File: src/rtl/dvp_pkg.sv
// Shared definitions for the DVP capture path: FSM encodings, vsync polarity
// encodings and the window membership test.
package dvp_pkg;

   localparam logic [1:0] ST_WAIT_CONF = 2'd0;
   localparam logic [1:0] ST_WAIT_VS   = 2'd1;
   localparam logic [1:0] ST_SKIP      = 2'd2;
   localparam logic [1:0] ST_ACTIVE    = 2'd3;

   // vsync level that marks vertical blanking
   localparam int VSYNC_BLANK_LOW  = 0;
   localparam int VSYNC_BLANK_HIGH = 1;

   // True when pos lies in [lo, lo+len)
   function automatic logic win_hit(input int pos, input int lo, input int len);
      return (pos >= lo) && (pos < lo + len);
   endfunction

endpackage

File: src/rtl/dvp_byte_packer.sv
// Collects BYTES_PER_PIX sensor beats into one pixel word, first beat in the
// MSBs. pix_done/pix_word are combinational so the top can register the pixel
// together with its window decision in the same edge.
module dvp_byte_packer
   import dvp_pkg::*;
#(
   parameter int DATA_W        = 8,
   parameter int BYTES_PER_PIX = 2
) (
   input  logic                              camera_pclk,
   input  logic                              rst,
   input  logic                              en,
   input  logic                              href_fall,
   input  logic [DATA_W-1:0]                 data,
   output logic                              pix_done,
   output logic [DATA_W*BYTES_PER_PIX-1:0]   pix_word,
   output logic                              partial_err
);

   localparam int         PIX_W = DATA_W * BYTES_PER_PIX;
   localparam logic [1:0] LAST  = 2'(BYTES_PER_PIX - 1);

   logic [1:0]       beat_cnt;
   logic [PIX_W-1:0] shift_q;

   assign pix_done    = en && (beat_cnt == LAST);
   assign pix_word    = (shift_q << DATA_W) | PIX_W'(data);
   // The counter still holds the last line's beat count in the cycle href is seen low
   assign partial_err = href_fall && (beat_cnt != 2'd0);

   // Beat counter and shift register; any gap in href or a blanking start drops a partial pixel
   always_ff @(posedge camera_pclk) begin
      if (rst) begin
         beat_cnt <= 2'd0;
         shift_q  <= '0;
      end else if (!en) begin
         beat_cnt <= 2'd0;
      end else begin
         shift_q  <= pix_word;
         beat_cnt <= pix_done ? 2'd0 : beat_cnt + 2'd1;
      end
   end

endmodule

File: src/rtl/dvp_pixel_capture.sv
// DVP camera front end: registers the sensor pins, packs beats into pixels,
// skips settling frames, crops to a window and produces frame bookkeeping.
//
// state         | meaning
// ST_WAIT_CONF  | sensor not configured, nothing captured
// ST_WAIT_VS    | waiting for end of vertical blanking to start a frame
// ST_SKIP       | settling frame in progress, pixels discarded
// ST_ACTIVE     | frame being captured
module dvp_pixel_capture
   import dvp_pkg::*;
#(
   parameter int DATA_W        = 8,
   parameter int BYTES_PER_PIX = 2,
   parameter int H_CNT_W       = 12,
   parameter int V_CNT_W       = 11,
   parameter int WIN_X0        = 0,
   parameter int WIN_W         = 1024,
   parameter int WIN_Y0        = 0,
   parameter int WIN_H         = 768,
   parameter int SKIP_FRAMES   = 2,
   parameter int VSYNC_POL     = 1
) (
   input  logic                              camera_pclk,
   input  logic                              rst,
   input  logic                              reg_conf_done,
   input  logic                              camera_href,
   input  logic                              camera_vsync,
   input  logic [DATA_W-1:0]                 camera_data,
   output logic [DATA_W*BYTES_PER_PIX-1:0]   pix_data,
   output logic                              pix_valid,
   output logic                              pix_sof,
   output logic                              pix_eol,
   output logic [H_CNT_W-1:0]                h_count,
   output logic [V_CNT_W-1:0]                v_count,
   output logic                              frame_done,
   output logic                              line_len_err,
   output logic [15:0]                       frame_cnt,
   output logic                              fifo_rst
);

   logic                href_r, href_q, vsync_r, vs_q;
   logic [DATA_W-1:0]   data_r;
   logic                vs_act, vs_rise, vs_fall, href_fall;
   logic [1:0]          state;
   logic [7:0]          skip_cnt;
   logic [H_CNT_W-1:0]  h_idx;
   logic                pix_done, partial_err, in_win;
   logic [DATA_W*BYTES_PER_PIX-1:0] pix_word;

   assign vs_act    = (VSYNC_POL == VSYNC_BLANK_HIGH) ? vsync_r : ~vsync_r;
   assign vs_rise   = vs_act & ~vs_q;
   assign vs_fall   = ~vs_act & vs_q;
   assign href_fall = href_q & ~href_r;
   assign fifo_rst  = vs_q | rst;
   assign in_win    = (state == ST_ACTIVE)
                    && win_hit(int'(h_idx), WIN_X0, WIN_W)
                    && win_hit(int'(v_count), WIN_Y0, WIN_H);

   // Input stage plus one-cycle history for edge detection
   always_ff @(posedge camera_pclk) begin
      if (rst) begin
         href_r  <= 1'b0;
         href_q  <= 1'b0;
         vsync_r <= 1'b0;
         vs_q    <= 1'b0;
         data_r  <= '0;
      end else begin
         href_r  <= camera_href;
         href_q  <= href_r;
         vsync_r <= camera_vsync;
         vs_q    <= vs_act;
         data_r  <= camera_data;
      end
   end

   dvp_byte_packer #(
      .DATA_W        (DATA_W),
      .BYTES_PER_PIX (BYTES_PER_PIX)
   ) u_packer (
      .camera_pclk (camera_pclk),
      .rst         (rst),
      .en          (href_r & ~vs_act),
      .href_fall   (href_fall),
      .data        (data_r),
      .pix_done    (pix_done),
      .pix_word    (pix_word),
      .partial_err (partial_err)
   );

   // Frame sequencing; dropping reg_conf_done abandons everything including the skip count
   always_ff @(posedge camera_pclk) begin
      if (rst) begin
         state      <= ST_WAIT_CONF;
         skip_cnt   <= 8'd0;
         frame_done <= 1'b0;
         frame_cnt  <= 16'd0;
      end else begin
         frame_done <= 1'b0;
         if (!reg_conf_done) begin
            state    <= ST_WAIT_CONF;
            skip_cnt <= 8'd0;
         end else begin
            case (state)
               ST_WAIT_CONF: state <= ST_WAIT_VS;
               ST_WAIT_VS: begin
                  if (vs_fall)
                     state <= (skip_cnt < 8'(SKIP_FRAMES)) ? ST_SKIP : ST_ACTIVE;
               end
               ST_SKIP: begin
                  if (vs_rise) begin
                     skip_cnt <= skip_cnt + 8'd1;
                     state    <= ST_WAIT_VS;
                  end
               end
               ST_ACTIVE: begin
                  if (vs_rise) begin
                     frame_done <= 1'b1;
                     frame_cnt  <= frame_cnt + 16'd1;
                     state      <= ST_WAIT_VS;
                  end
               end
               default: state <= ST_WAIT_CONF;
            endcase
         end
      end
   end

   // Pixel/line position; h_idx is the next pixel's index, h_count the last emitted one
   always_ff @(posedge camera_pclk) begin
      if (rst) begin
         h_idx   <= '0;
         h_count <= '0;
         v_count <= '0;
      end else begin
         if (!href_r) begin
            h_idx   <= '0;
            h_count <= '0;
         end else if (pix_done) begin
            h_count <= h_idx;
            if (h_idx != '1)
               h_idx <= h_idx + 1'b1;
         end
         if (vs_act)
            v_count <= '0;
         else if (href_fall && (v_count != '1))
            v_count <= v_count + 1'b1;
      end
   end

   // Windowed pixel output, strobes and the sticky partial-pixel flag
   always_ff @(posedge camera_pclk) begin
      if (rst) begin
         pix_data     <= '0;
         pix_valid    <= 1'b0;
         pix_sof      <= 1'b0;
         pix_eol      <= 1'b0;
         line_len_err <= 1'b0;
      end else begin
         pix_valid <= 1'b0;
         pix_sof   <= 1'b0;
         pix_eol   <= 1'b0;
         if (partial_err)
            line_len_err <= 1'b1;
         if (pix_done && in_win) begin
            pix_valid <= 1'b1;
            pix_data  <= pix_word;
            pix_sof   <= (h_idx == H_CNT_W'(WIN_X0)) && (v_count == V_CNT_W'(WIN_Y0));
            pix_eol   <= (h_idx == H_CNT_W'(WIN_X0 + WIN_W - 1));
         end
      end
   end

endmodule
File: config.mk
export PLATFORM = sky130hd
export DESIGN_NAME = dvp_pixel_capture
export DESIGN_NICKNAME = d
export VERILOG_FILES = /design/src/rtl/dvp_pkg.sv /design/src/rtl/dvp_byte_packer.sv /design/src/rtl/dvp_pixel_capture.sv
export SDC_FILE = /design/constraint.sdc
export NUM_CORES = 1
export LEC_CHECK = 0
export CAP_MARGIN = 15
export CORE_MARGIN = 1
export CORE_UTILIZATION = 40
export CTS_CLUSTER_DIAMETER = 60
export CTS_CLUSTER_SIZE = 24
export DETAILED_ROUTE_END_ITERATION = 12
export GPL_TIMING_DRIVEN = 1
export HOLD_SLACK_MARGIN = 0.06
export SYNTH_ARGS = -nofsm -noshare
export SYNTH_HDL_FRONTEND = slang
export SYNTH_SLANG_ARGS = --single-unit
File: constraint.sdc
create_clock -name camera_pclk -period 5.3 [get_ports camera_pclk]
set_clock_uncertainty 0.2 [all_clocks]
set_input_delay 1.06 -clock camera_pclk [delete_from_list [all_inputs] [get_ports camera_pclk]]
set_output_delay 1.06 -clock camera_pclk [all_outputs]
set_load 0.1 [all_outputs]
==> impl_metrics.yaml, run 1 <==
critical_path:
  arrival_ps: 2460
  crit_path_max_fanout: 2
  cp-start-kind: "input pin"
  crit_type: "in -> out"
  cp.required_ps: 4040
  worst_setup_path_end_kind: "output pin"
synth:
  synthesis.area_um2: 4350
  synthTopCellsByCount: "dfxtp_1, nand2_1, nor2_1"
  synthArstFlopShare_pct: 0
  synth_mux_area_share_pct: 4.66
  synthAdderAreaFrac_pct: 2.30
  synth_top_area_cell: "dfxtp_1"
  synth.area.top_cells: "dfxtp_1, nand2_1, a21oi_1"
  synth.top_cell.area_share_pct: 47.9
  synth_cell_type_count: 60
  synth-seq-cells: 104
  synth_ff_type: "dfxtp_1"
  yosysMostFrequentCell: "dfxtp_1"
  ys_seq_area_share_pct: 47.9
  synth_xor_area_share_pct: 3.42
  synth_enable_flop_cells: 0
  avgSynthCellArea_um2: 9.00
  synth_compound_area_share_pct: 10.5
  synth_top_family_by_area: "simple AND/OR/NAND/NOR gates"
  yosysWarnings: 0
  netlist_instances: 483
  synth_simple_gate_area_share_pct: 27.1
  syn_nets: 504
floorplanning:
  core_um2: 10400
  initial_utilization_pct: 41.8
  dieArea_um2: 11300
  rows: 37
  ios: 74
  die_h_um: 106
  die_x_um: 106
place:
  dpl-instance-area_um2: 5120
  place.gp.congestion: 0.819
  port_buffers: 73
  dp_cells: 668
  place_hpwl_um: 6510
  pre_cts_ws_ps: 1590
cells_and_area:
  fin_util_pct: 51.0
  drive_above_1_share_pct: 6.93
  fin_cells: 684
  area_growth_syn_to_layout_pct: 22.1
  antennaDiodeCount: 0
  stdcell_area_um2: 5310
  fin_nets: 564
detailed_routing:
  wirelength_um: 9440
  ant_nets: 0
  vias: 3536
  firstDrtPassIters: 4
  viasPerCell: 5.17
  drc: 0
  drt_iter0_drc: 103
  routed_wire_length_per_instance_um: 13.8
clock_tree:
  cts_buffer_depth: 2
  cts_tree: "yes"
  cts_buffers: 9
  clk_latency_ps: 380
  cts_resized: 0
  post_cts_buffers: 0
  cts.hold.buffers_added: 0
  root_buffer: "clkbuf_8"
  cts.reportedPaths.clkPinSlew_ps: 120
  cts_sinks: 104
  h-tree-depth: 3
grt:
  grt_antenna_before_repair: 0
  grt_max_degree: 65
  grt_pass1_vias: 3335
  gr-usage-all-layers_pct: 17.5
  grt_pass1_wl_um: 15800
  gr-total-overflow: 0
power:
  seqPwrFrac_pct: 60.3
  p_comb_share_pct: 3.7
  p_sw_uw: 332
  intPower_uw: 987
  vdd_ir_drop_max_mv: 0.108
  p_leak_nw: 2.00
  p_per_area_nw_per_um2: 249
  p_clk_share_pct: 36.1
  p_sw_share_pct: 25.2
sta:
  tightest_slew_ps: 1020
  setup_viol: 0
  fmax_mhz: 269
  finalMaxSlewViolations: 0
  finalSetupTns_ps: 0
  maxSlewHeadroom_pct: 32.1
  period_minus_slack_ps: 3720
  setup_ws_ps: 1580
  rsz0062_at_grt: "false"
  period_share_pct: 70.2
  hold_viol_final: 0
worst_hold_path:
  hold_class: "reg -> reg"
run_status:
  status: "finished clean"
run:
  cap_violations: 0
[cell type report]
cell class              instances  area [um^2]
multi-input cells             341         2090
inverters                      12         45.0
clock buffers                   9          124
flip-flops and latches        104         2080
repair buffers                 75          741
clock inverters                 7         60.1
well taps                     136          170
fillers                       989         5110
[sequential cells by signal (all words and copies together), names as in the netlist, 8 cells and up]
signal / flops
data_r: 8
frame_cnt: 16
h_count: 12
h_idx: 12
pix_data: 16
skip_cnt: 8
u_packer.shift_q: 8
v_count: 11
[metal layers]
metal | track usage [%] | wire (um) | vias up
met5 | 0 | 0 | -
met2 | 28.1 | 4460 | 71
li1 | - | - | 1812
met1 | 22.9 | 4440 | 1641
met4 | 7.34 | 178 | 0
met3 | 3.43 | 364 | 12
[stage by stage]
step / power (mW) / hold slack, ps
2_1_floorplan: 0.845 / 231
3_3_place_gp: 0.862 / 241
3_5_place_dp: 0.862 / 245
4_1_cts: 1.34 / 243
5_1_grt: 1.38 / 265
6_report: 1.32 / 235
[worst paths after layout]
path,startpoint,end,depth (start not counted),slack [ps]
max,rst,fifo_rst,3,1580
max reg2reg,u_packer.beat_cnt[0]$_SDFF_PP0_,pix_eol$_SDFF_PP0_,6,3100
min reg2reg,data_r[4]$_SDFF_PP0_,u_packer.shift_q[4]$_SDFFE_PP0N_,2,230
min,data_r[4]$_SDFF_PP0_,u_packer.shift_q[4]$_SDFFE_PP0N_,2,230
[critical path, cell delays in order]
cell             delay [ps]
buf_2                   120
or2_2                   300
clkdlybuf4s50_1         980
[logic make-up after synthesis]
logic type,after synthesis
adders and majority gates,8
buffers and inverters,38
AOI/OAI and AO/OA,73
and+or+nand+nor,223
muxes,20
DFF,104
xor gates and xnor gates,17
[power by group through the flow]
stage                     logic, mW  registers, mW  clock network, mW
after detailed placement     0.0491          0.813                  0
after global routing         0.0527          0.797              0.527
after CTS                    0.0493          0.795              0.493
after global placement       0.0488          0.813                  0
after floorplan              0.0317          0.813                  0
final                        0.0486          0.795              0.476
[layout by cell type, fill, tap and decap left out, drive strengths merged, types with 5 or more instances in the layout]
master	n
xor2	11
nor3	9
xnor2	6
nand3	16
or3	5
nor2	54
and3	6
ha	8
and4	6
nand4	16
inv	16
clkbuf	9
nand2	62
clkdlybuf4s50	72
nor2b	13
mux2i	18
a21oi	41
dfxtp	104
nor4	10
o21ai	8
Note: power is estimated with default switching activity, not from simulation.
==> run 2, diff against run 1 <==
Clock period 5.3 ns to 3.65 ns, I/O delays scaled along.
==> run 2 against run 1 <==
Compared with the run above:
- global-route usage down 0.19 points
- die area unchanged
- sequential cell count unchanged
- clock power up 55%
- utilization down 0.58 points
- combinational power up 44%
- count of clock-buffer cells in the layout unchanged
- worst hold slack better by 22 ps
- sequential share of layout area up 0.45 points
- final area down 1.1%
- first-iteration DRC count up 52%
- critical path type is now reg -> out
==> impl_metrics.yaml, run 2 (synthesis results as in run 1) <==
run_status:
  status: "finished clean"
cells_and_area:
  final_cell_mix: "dfxtp_1, nand2_1, nor2_1"
  antennaDiodeCount: 0
  drive_above_1_share_pct: 13.3
  fin_nets: 565
  final_common_cell: "dfxtp_1"
  area_growth_syn_to_layout_pct: 20.7
  largestRegisters: "frame_cnt: 16 flops, pix_data: 16 flops"
  n_fill_cell: 975
clock_tree:
  cts_buffer_depth: 2
  cts_buffers: 9
  clk_latency_ps: 370
  cts.hold.buffers_added: 0
  cts_sinks: 104
  cts.reportedPaths.clkPinSlew_ps: 110
  cts_resized: 0
  h-tree-depth: 3
  post_cts_buffers: 0
  root_buffer: "clkbuf_8"
  cts_tree: "yes"
floorplanning:
  die_x_um: 106
  initial_utilization_pct: 41.8
  ios: 74
  core_um2: 10400
  dieArea_um2: 11300
  die_h_um: 106
  rows: 37
detailed_routing:
  drt_iter0_drc: 157
  drc: 0
  viasPerCell: 5.18
  vias: 3549
  firstDrtPassIters: 4
  routed_wire_length_per_instance_um: 13.6
  ant_nets: 0
  wirelength_um: 9300
worst_hold_path:
  hold_class: "reg -> reg"
grt:
  grt_pass1_wl_um: 15800
  gr-total-overflow: 0
  grt_pass1_vias: 3295
  grt_max_degree: 65
  grt_antenna_before_repair: 0
  gr-usage-all-layers_pct: 17.3
sta:
  tightest_slew_ps: 974
  rsz0062_at_grt: "false"
  maxSlewHeadroom_pct: 34.9
  finalMaxSlewViolations: 0
  period_minus_slack_ps: 2800
  hold_viol_final: 0
  period_share_pct: 76.8
  whs_ps: 256
  setup_viol: 0
  finalSetupTns_ps: 0
  fmax_mhz: 357
power:
  vdd_ir_drop_max_mv: 0.172
  finalPower_mw: 1.96
  p_leak_nw: 2.08
  p_per_area_nw_per_um2: 374
critical_path:
  crit_type: "reg -> out"
  max_stage_delay_ps: 1140
  cp-start-kind: "flop"
  arrival_ps: 1870
  cp.required_ps: 2720
  slowest_stage: "clkdlybuf4s50_1"
  crit_chain: "clkdlybuf4s50_1"
  crit_path_max_fanout: 2
  worst-path-buf-inv: 1
  worst_setup_path_end_kind: "output pin"
  path_delay_family: "buffers and inverters"
place:
  port_buffers: 73
  place.gp.congestion: 0.815
  place_hpwl_um: 6440
run:
  cap_violations: 0
run 2: cell count changes in the layout (fill, tap and decap cells not counted), sizes merged:
cell           delta
buf              +35
clkdlybuf4s50    -34
clkinvlp          +1
clkinv            -1
bufinv            +1
inv               -1
run 2: path summary, 6_finish.rpt:
check	endpoint	cells after the start	from	slack, ps
setup reg to reg	pix_eol$_SDFF_PP0_	6	u_packer.beat_cnt[0]$_SDFF_PP0_	1430
setup / recovery	pix_data[0]	1	pix_data[0]$_SDFFE_PP0P_	850
hold / removal	h_count[0]$_SDFFE_PP0P_	2	h_count[0]$_SDFFE_PP0P_	260
hold reg to reg	h_count[0]$_SDFFE_PP0P_	2	h_count[0]$_SDFFE_PP0P_	260
run 2: per-layer routing:
layer	GRT usage, %	wire (um)	vias up	share of wire, %
met5	0	0	-	0
met4	5.95	113	0	1.2
met3	3.68	408	10	4.4
met2	27.4	4280	85	46
met1	23.3	4500	1646	48
li1	-	-	1808	-
run 2: per-stage QoR:
stage / util [%] / cell area, um^2 / setup WS [ps] / instances
floorplan: - / 4350 / 1080 / 483
global placement: 48.5 / 5050 / 1000 / 669
detailed placement: 48.5 / 5050 / 973 / 669
CTS: 50.4 / 5250 / 831 / 685
global route: 50.4 / 5250 / 790 / 685
finish: 50.4 / 5250 / 849 / 685
run 2: power breakdown:
| group | switching, mW | total [mW] | leakage, nW | internal [mW] |
|---|---|---|---|---|
| clock | 0.414 | 0.739 | 0.101 | 0.325 |
| combinational | 0.0435 | 0.0699 | 1.14 | 0.0265 |
| sequential | 0.00964 | 1.15 | 0.841 | 1.14 |
run 2: final cells by class:
class / instances / area, um^2 / area share (%)
clock buffer: 9 / 124 / 2.36
clock inverter: 7 / 77.6 / 1.48
inverter: 12 / 45.0 / 0.858
multi-input combinational: 341 / 2090 / 39.8
sequential: 104 / 2080 / 39.7
tap: 136 / 170 / 3.24
timing repair buffer: 76 / 663 / 12.6
